$ cat src/rtl/crypto_trading_pkg.sv
// Shared types and helpers for the crypto_trading_core arbitrage detector.
// Prices are unsigned Q16.48; the BTC/ETH ratio is unsigned Q8.8.
package crypto_trading_pkg;

    localparam int unsigned INT_BITS        = 16;
    localparam int unsigned FRAC_BITS       = 48;
    localparam int unsigned RATIO_FRAC_BITS = 8;
    localparam int unsigned PRICE_W         = INT_BITS + FRAC_BITS;
    localparam int unsigned PROD_W          = PRICE_W + 16;

    typedef logic [PRICE_W-1:0] price_t;

    // Q16.48 x Q8.8 rescaled back to Q16.48; anything past 16 integer bits saturates.
    function automatic price_t sat_scale(input price_t p, input logic [15:0] ratio);
        logic [PROD_W-1:0] prod;
        prod = {16'd0, p} * {64'd0, ratio};
        if (prod[PROD_W-1:PRICE_W+RATIO_FRAC_BITS] != 8'd0) begin
            sat_scale = {PRICE_W{1'b1}};
        end else begin
            sat_scale = prod[RATIO_FRAC_BITS +: PRICE_W];
        end
    endfunction

endpackage

$ cat src/rtl/crypto_trading_core_price_scaler.sv
// Pipeline stage 2 of crypto_trading_core: scale the ETH price by the BTC/ETH
// ratio with saturation and register the result.
module price_scaler
    import crypto_trading_pkg::*;
#(
    parameter logic [15:0] RATIO_Q8_8 = 16'h1100
) (
    input  logic   clk,
    input  logic   rst,
    input  price_t eth_price,
    output price_t eth_scaled
);

    price_t eth_scaled_r;

    // Scaled-price register, cleared by reset so stale samples never survive it.
    always_ff @(posedge clk) begin
        if (rst) begin
            eth_scaled_r <= 64'd0;
        end else begin
            eth_scaled_r <= sat_scale(eth_price, RATIO_Q8_8);
        end
    end

    assign eth_scaled = eth_scaled_r;

endmodule

$ cat src/rtl/crypto_trading_core.sv
// Fixed-latency (3 edges) BTC vs. scaled-ETH arbitrage trigger.
// Optional macro TRADE_COOLDOWN_EN turns the trigger into pulses separated by a cooldown.
module crypto_trading_core
    import crypto_trading_pkg::*;
#(
    parameter logic [15:0]  RATIO_Q8_8   = 16'h1100,
    parameter price_t       TRIG_THRESH  = 64'h0100_0000_0000_0000,
    parameter int unsigned  COOLDOWN_CYC = 8
) (
    input  logic   clk,
    input  logic   rst,
    input  price_t btc_price,
    input  price_t eth_price,
    output logic   trade_trigger,
    output price_t trade_price
);

    localparam logic [7:0] COOLDOWN_LOAD = 8'(COOLDOWN_CYC);

    price_t btc_s1_r;
    price_t eth_s1_r;
    price_t btc_s2_r;
    logic   eth_nz_s2_r;
    price_t eth_scaled_s;
    price_t spread_s;
    logic   cond_s;
    logic   fire_s;
    logic   trade_trigger_r;
    price_t trade_price_r;

    // Input sample stage plus the BTC/validity side-band that travels alongside the scaler.
    always_ff @(posedge clk) begin
        if (rst) begin
            btc_s1_r    <= 64'd0;
            eth_s1_r    <= 64'd0;
            btc_s2_r    <= 64'd0;
            eth_nz_s2_r <= 1'b0;
        end else begin
            btc_s1_r    <= btc_price;
            eth_s1_r    <= eth_price;
            btc_s2_r    <= btc_s1_r;
            eth_nz_s2_r <= (eth_s1_r != 64'd0);
        end
    end

    price_scaler #(
        .RATIO_Q8_8 (RATIO_Q8_8)
    ) u_price_scaler (
        .clk        (clk),
        .rst        (rst),
        .eth_price  (eth_s1_r),
        .eth_scaled (eth_scaled_s)
    );

    // Absolute spread (larger minus smaller) and the raw trade condition.
    always_comb begin
        spread_s = 64'd0;
        if (btc_s2_r >= eth_scaled_s) begin
            spread_s = btc_s2_r - eth_scaled_s;
        end else begin
            spread_s = eth_scaled_s - btc_s2_r;
        end
        cond_s = (spread_s > TRIG_THRESH) && (btc_s2_r != 64'd0) && eth_nz_s2_r;
    end

`ifdef TRADE_COOLDOWN_EN
    logic [7:0] cooldown_r;
    logic [7:0] cooldown_nxt_s;

    // A trigger is only allowed once the cooldown has drained; firing reloads it.
    always_comb begin
        fire_s         = 1'b0;
        cooldown_nxt_s = cooldown_r;
        if (cooldown_r != 8'd0) begin
            cooldown_nxt_s = cooldown_r - 8'd1;
        end else if (cond_s) begin
            fire_s         = 1'b1;
            cooldown_nxt_s = COOLDOWN_LOAD;
        end else begin
            cooldown_nxt_s = 8'd0;
        end
    end

    // Cooldown counter register.
    always_ff @(posedge clk) begin
        if (rst) begin
            cooldown_r <= 8'd0;
        end else begin
            cooldown_r <= cooldown_nxt_s;
        end
    end
`else
    logic unused_cfg_s;

    assign unused_cfg_s = ^COOLDOWN_LOAD;

    // Without cooldown the trigger simply follows the condition.
    always_comb begin
        fire_s = cond_s;
    end
`endif

    // Output registers; the price only moves when a trigger is issued.
    always_ff @(posedge clk) begin
        if (rst) begin
            trade_trigger_r <= 1'b0;
            trade_price_r   <= 64'd0;
        end else begin
            trade_trigger_r <= fire_s;
            if (fire_s) begin
                trade_price_r <= btc_s2_r;
            end else begin
                trade_price_r <= trade_price_r;
            end
        end
    end

    assign trade_trigger = trade_trigger_r;
    assign trade_price   = trade_price_r;

endmodule

$ cat config.mk
export PLATFORM = sky130hd
export DESIGN_NAME = crypto_trading_core
export DESIGN_NICKNAME = d
export VERILOG_FILES = /design/src/rtl/crypto_trading_pkg.sv /design/src/rtl/crypto_trading_core_price_scaler.sv /design/src/rtl/crypto_trading_core.sv
export SDC_FILE = /design/constraint.sdc
export NUM_CORES = 1
export LEC_CHECK = 0
export BUFFER_PORTS_ARGS = -buffer_cell sky130_fd_sc_hd__buf_2
export CAP_MARGIN = 20
export CORE_UTILIZATION = 55
export DETAILED_ROUTE_END_ITERATION = 8
export PLACE_DENSITY = 0.74
export SLEW_MARGIN = 20
export SYNTH_ARGS = -nofsm -noshare
export SYNTH_HDL_FRONTEND = slang
export SYNTH_SLANG_ARGS = --single-unit
$ cat constraint.sdc
create_clock -name clk -period 13.6 [get_ports clk]
set_input_delay 0 -clock clk [delete_from_list [all_inputs] [get_ports clk]]
set_output_delay 0 -clock clk [all_outputs]
set_load 0.05 [all_outputs]
### After elaboration in Yosys (flattened, before gate mapping)

Index checks and enable logic that the tools add are counted.

* $add $sub $neg: 2
* multiply operators: 1
* div/mod/pow operators: 0
* order comparisons: 2
* eq/ne operators: 0
* shifts and indexed selects: 0
* mux-type cells: 2
* bitwise operators: 0
* reduce and logical (&&, ||, !) cells: 5

Operators by type and width (number)
* $mux W64: 2
* $reduce_bool A64 Y1: 2
* $sub A64 B64 Y64: 2
* $mul A64 B5 Y69 const B: 1
* $ge A64 B64 Y1: 1
* $gt A64 B57 Y1 const B: 1
* $reduce_bool A5 Y1: 1
* $logic_and A1 B1 Y1: 2

* bits in registers: 322
* bits in latches: 0
* memory bits (writable): 0
* bits in read-only memories: 0
* input port bits: 130
* output and inout bits: 65
* memories: 0

### Logic depth before layout (Yosys ltp)

* depth in word-level cells: 5
* mapped depth: 19
* mapped depth without buffers: 16

### Hierarchy

From an unflattened synthesis, not the netlist that was laid out.

* cell total of the unflattened synthesis: 2946
* area total of the unflattened synthesis: 23870.4 um^2

Modules (own cells, without submodules)
* crypto_trading_core: instances 1, cells each 2151, area each 17174.0 um^2
* price_scaler: instances 1, cells each 795, area each 6696.4 um^2

### Least setup slack after synthesis

Ideal clock, no wire load.

* path type: register -> register
* start: register eth_s1_r[1]
* end: register u_price_scaler.eth_scaled_r[60], in the netlist u_price_scaler.eth_scaled[60]
* setup time: 0.143 ns
* arrival time: 4.113 ns
* data required time: 13.457 ns
* path slack: 9.344 ns
* stages on the path, launching flop included: 18
* buffers on the path: 1
* period minus slack after synthesis: 4.256 ns
* cell sequence: dfxtp_1 > ha_1 > ha_1 > fa_1 > a21o_1 > a21oi_2 > o211ai_1 > a221oi_1 > o311ai_1 > a21oi_1 > o41ai_1 > nor2_1 > o31ai_1 > a41oi_1 > xnor2_1 > a311oi_2 > buf_2 > a21oi_1

* word-level cells in the longest chain between the ends: 3

RTL lines
* start, declared: RTL line crypto_trading_core.sv:21 `price_t eth_s1_r;`
* start signal, assigned: RTL line crypto_trading_core.sv:40 `eth_s1_r <= eth_price;`
* $mul A64 B5 Y69 (*): RTL line crypto_trading_pkg.sv:16 `prod = {16'd0, p} * {64'd0, ratio};`
* $reduce_bool A5 Y1: RTL line crypto_trading_pkg.sv:17 `if (prod[PROD_W-1:PRICE_W+RATIO_FRAC_BITS] != 8'd0) begin`
* $mux W64 (*): RTL line crypto_trading_pkg.sv:17
* end signal, assigned: RTL line crypto_trading_core_price_scaler.sv:21 `eth_scaled_r <= sat_scale(eth_price, RATIO_Q8_8);`
* end, declared: RTL line crypto_trading_core_price_scaler.sv:14 `price_t eth_scaled_r;`

Every way passes the cells marked *; elsewhere a longest branch is shown, timed or not.
A chain may end at the register's enable or synchronous reset.

### Final worst setup path

* start: register btc_s2_r[3]
* end: register trade_price_r[25], in the netlist trade_price[25]

* word-level cells in the longest chain between the ends: 5
* elaborated cells on any way between the ends: 8
* those cells by class: add/sub: 2; order compare: 2; mux: 1; reduce/logical: 3

RTL lines
* start, declared: RTL line crypto_trading_core.sv:22 `price_t btc_s2_r;`
* start signal, assigned: RTL line crypto_trading_core.sv:41 `btc_s2_r <= btc_s1_r;`
* $sub A64 B64 Y64, or another cell as far along: RTL line crypto_trading_core.sv:61 `spread_s = eth_scaled_s - btc_s2_r;`
* $mux W64: RTL line crypto_trading_core.sv:58 `if (btc_s2_r >= eth_scaled_s) begin`
* $gt A64 B57 Y1: RTL line crypto_trading_core.sv:63 `cond_s = (spread_s > TRIG_THRESH) && (btc_s2_r != 64'd0) && eth_nz_s2_r;`
* $logic_and A1 B1 Y1 (*) (2 in a row): RTL line crypto_trading_core.sv:63
* end signal, assigned: RTL line crypto_trading_core.sv:111 `trade_price_r <= btc_s2_r;`
* end signal, assigned: RTL line crypto_trading_core.sv:113 `trade_price_r <= trade_price_r;`
* end, declared: RTL line crypto_trading_core.sv:29 `price_t trade_price_r;`

Marks and branches as above.

==> impl_metrics.toml <==
[timing]
rsz0062_at_grt = "false"
whs_ps = 187
setup_viol = 0
drv_slew = 0
layout_setup_ws_ps = 7520
worst_pin_slew_ps = 1140
finalCritPeriodShare_pct = 44.7
finClkSkew_ps = 15.8
hold_violations = 0
fin_crit_ps = 6080
fmax_mhz = 164
tns_ps = 0
slew_headroom_pct = 23.8

[global_routing]
gr-total-overflow = 0
grt_pass1_wl_um = 135000
antenna_found_initial = 2
use_met3_pct = 4.88
gr-max-usage-layer = "met2"
grt_pass1_vias = 23400
groute.layer.met1.usage_pct = 54.2
use_met2_pct = 61.5
grt_max_degree = 121
grtUsageTotal_pct = 39.1

[synthesis]
synthesis.area_um2 = 23400
yosys.cell_types.count = 96
synthesis.nets = 3323
yosysSeqAreaShare_pct = 27.5
synthTopCellsByArea = "dfxtp_1 28%, ha_1 13%, a21oi_1 7.2%, nor2b_1 5.4%, o21ai_0 3.7%"
synth_edf_count = 0
ys_warn_count = 0
postSynthCellCount = 2943
yosys_register_bits = 322
ys_async_sr_fraction_pct = 0
synth_top_area_cell = "dfxtp_1"
syn_area_per_cell_um2 = 7.96
yosysTopAreaCellShare_pct = 27.5
synth_flop_cell = "dfxtp_1"

[run_status]
outcome = "completed"

[clock_network]
clockBufferDepth = 3
clkLatencyLatePin_ps = 560
clkTransAtPathRegs_ps = 70
cts-htree-levels = 1
cts_buffers = 30
cts_resized = 0
cts_root_buf = "clkbuf_16"
tritoncts = "done"
clock-sinks = 322

[finish]
final_cell_mix = "336 x a21oi_1, 322 x dfxtp_1, 247 x ha_1, 215 x dlygate4sd3_1, 203 x nor2b_1"
design_area_um2 = 27600
mostFrequentLayoutCell = "a21oi_1"
areaGrowthSynthToFinish_pct = 18.0
final_util_pct = 65.9
final_nets = 3617
drive_gt1_share_pct = 10.7

[floorplan]
die_w_um = 208
rows = 75
fp.dieH_um = 208
core_area_um2 = 41900
die_area_um2 = 43400
ios = 195
initial_core_util_pct = 55.8

[detailed_routing]
drtIter0Drc = 3044
vias_per_cell = 6.46
wl_per_cell_um = 23.2
ant_nets = 0
routed_wl_um = 88300
drc = 0
num_vias = 24600
first_pass_iters = 6

[setup_path]
critPathKind = "flip-flop to flip-flop"
critPathCapture = "trade_price[25]"
cp_data_arrival_time_ps = 6550
end_kind = "flip-flop"
timing.rr.start = "btc_s2_r[3]"
regToRegEndpoint = "trade_price[25]"
critPathRequiredTime_ps = 14070
ff2ff_path_depth = 16
cp-start-kind = "flip-flop"
rrSetupSlack_ps = 7520
cp-startpoint = "btc_s2_r[3]"
cp_max_fo = 65

[power]
leakage_nw = 12.0
powerDensity_nw_per_um2 = 106
vdd_drop_max_mv = 0.120

[placed_design]
port_buffers = 194
place_hpwl_um = 63200
place_ws_ps = 7810
gp_congestion = 1.00
place_area_um2 = 24400

[run]
cap_violations = 0

[hold_path]
hp-class = "primary input to flip-flop"
synthesized netlist by cell type, types with 7 or more instances:
cell type and n:
a221oi_1 7, a21oi_2 54, nor3_1 44, dfxtp_1 322
nor4_1 49, nand3_1 103, or3_1 20, nand2b_1 17
inv_1 181, o2111ai_1 12, mux2i_1 12, a211oi_1 30
o211ai_1 19, a21boi_0 7, a211o_1 13, buf_2 43
a31oi_1 20, nor2b_1 203, o21a_1 31, nor2_1 129
and4_1 18, clkbuf_1 89, xnor2_1 72, and3_1 16
xor2_1 43, ha_1 247, o221ai_1 8, a2111oi_0 8
a22oi_1 8, a21o_1 95, nand2_1 183, o21ai_0 171
nand4_1 68, and2_1 10, o31ai_1 15, o21ai_1 58
o21bai_1 34, buf_1 11, a21oi_1 336
report_power, final:
group	internal, mW	switching, mW	total, mW
clock	0.506	0.382	0.888
sequential	0.997	0.0599	1.06
combinational	0.359	0.631	0.990
total	1.86	1.07	2.93
logic make-up (layout without fill, tap and decap cells):
kind of cell               Yosys count  in the layout  share of synthesized area (%)
adders and majority gates          250            250                           13.5
AOI/OAI and AO/OA                 1005           1005                           27.4
and+or+nand+nor                    896            896                           20.3
other                                0              2                              0
DFF                                322            322                           27.5
muxes                               18             18                          0.801
xor gates and xnor gates           115            115                           4.30
buffers and inverters              337            655                           6.13
what timing repair did:
item | 4_1_cts | 5_1_grt
endpoints found under the hold margin | 155 | 0
setup buffers | 0 | 0
hold buffers | 215 | 0
critical path, cell delays in order, from the launching register on:
cell	delay (ps)
dfxtp_1	420
inv_1	70
ha_1	480
and2_1	330
and3_1	240
o2111ai_1	560
a21boi_1	260
nor3_1	430
a2bb2oi_2	790
o21ai_1	130
or4_1	500
o31ai_1	250
o22ai_1	170
a211oi_4	240
buf_4	610
o21ai_0	210
a21oi_1	210
sequential cells by signal (all words and copies together), names as in the netlist:
register	count
btc_s1_r	64
btc_s2_r	64
eth_s1_r	64
trade_trigger	1
u_price_scaler.eth_scaled	64
eth_nz_s2_r	1
trade_price	64
metal layers:
layer / share of wire (%) / vias to the layer above / routed length, um
met5: 0 / - / 0
met4: 4.2 / 0 / 3700
met3: 8.5 / 231 / 7470
met2: 44 / 1381 / 39000
met1: 43 / 11700 / 38100
li1: - / 11200 / -
metrics by stage:
stage | total power [mW] | cells
4_1_cts | 2.88 | 3799
3_5_place_dp | 1.96 | 3528
3_3_place_gp | 1.95 | 3528
6_report | 2.93 | 3802
2_1_floorplan | 1.70 | 2943
5_1_grt | 3.05 | 3802
worst min path at each step:
| stage | start | endpoint | slack (ps) | cells after the start |
|---|---|---|---|---|
| after global routing | btc_price[54] | btc_s1_r[54] | 190 | 3 |
| after detailed placement | eth_price[42] | eth_s1_r[42] | 210 | 2 |
| after floorplan | btc_price[0] | btc_s1_r[0] | 130 | 1 |
| after global placement | eth_price[62] | eth_s1_r[62] | 210 | 2 |
| after CTS | btc_price[59] | btc_s1_r[59] | 150 | 3 |
| final | btc_price[7] | btc_s1_r[7] | 190 | 3 |
cell type report:
type                       count  area (um2)
sequential                   322        6450
multi-input combinational   2284       15600
inverter                     181         679
timing repair buffer         418        3210
antenna                        2        5.00
clock inverter                17         190
fill                        3403       14300
tap                          539         674
clock buffer                  39         856
Note: power is estimated with default switching activity, not from simulation.
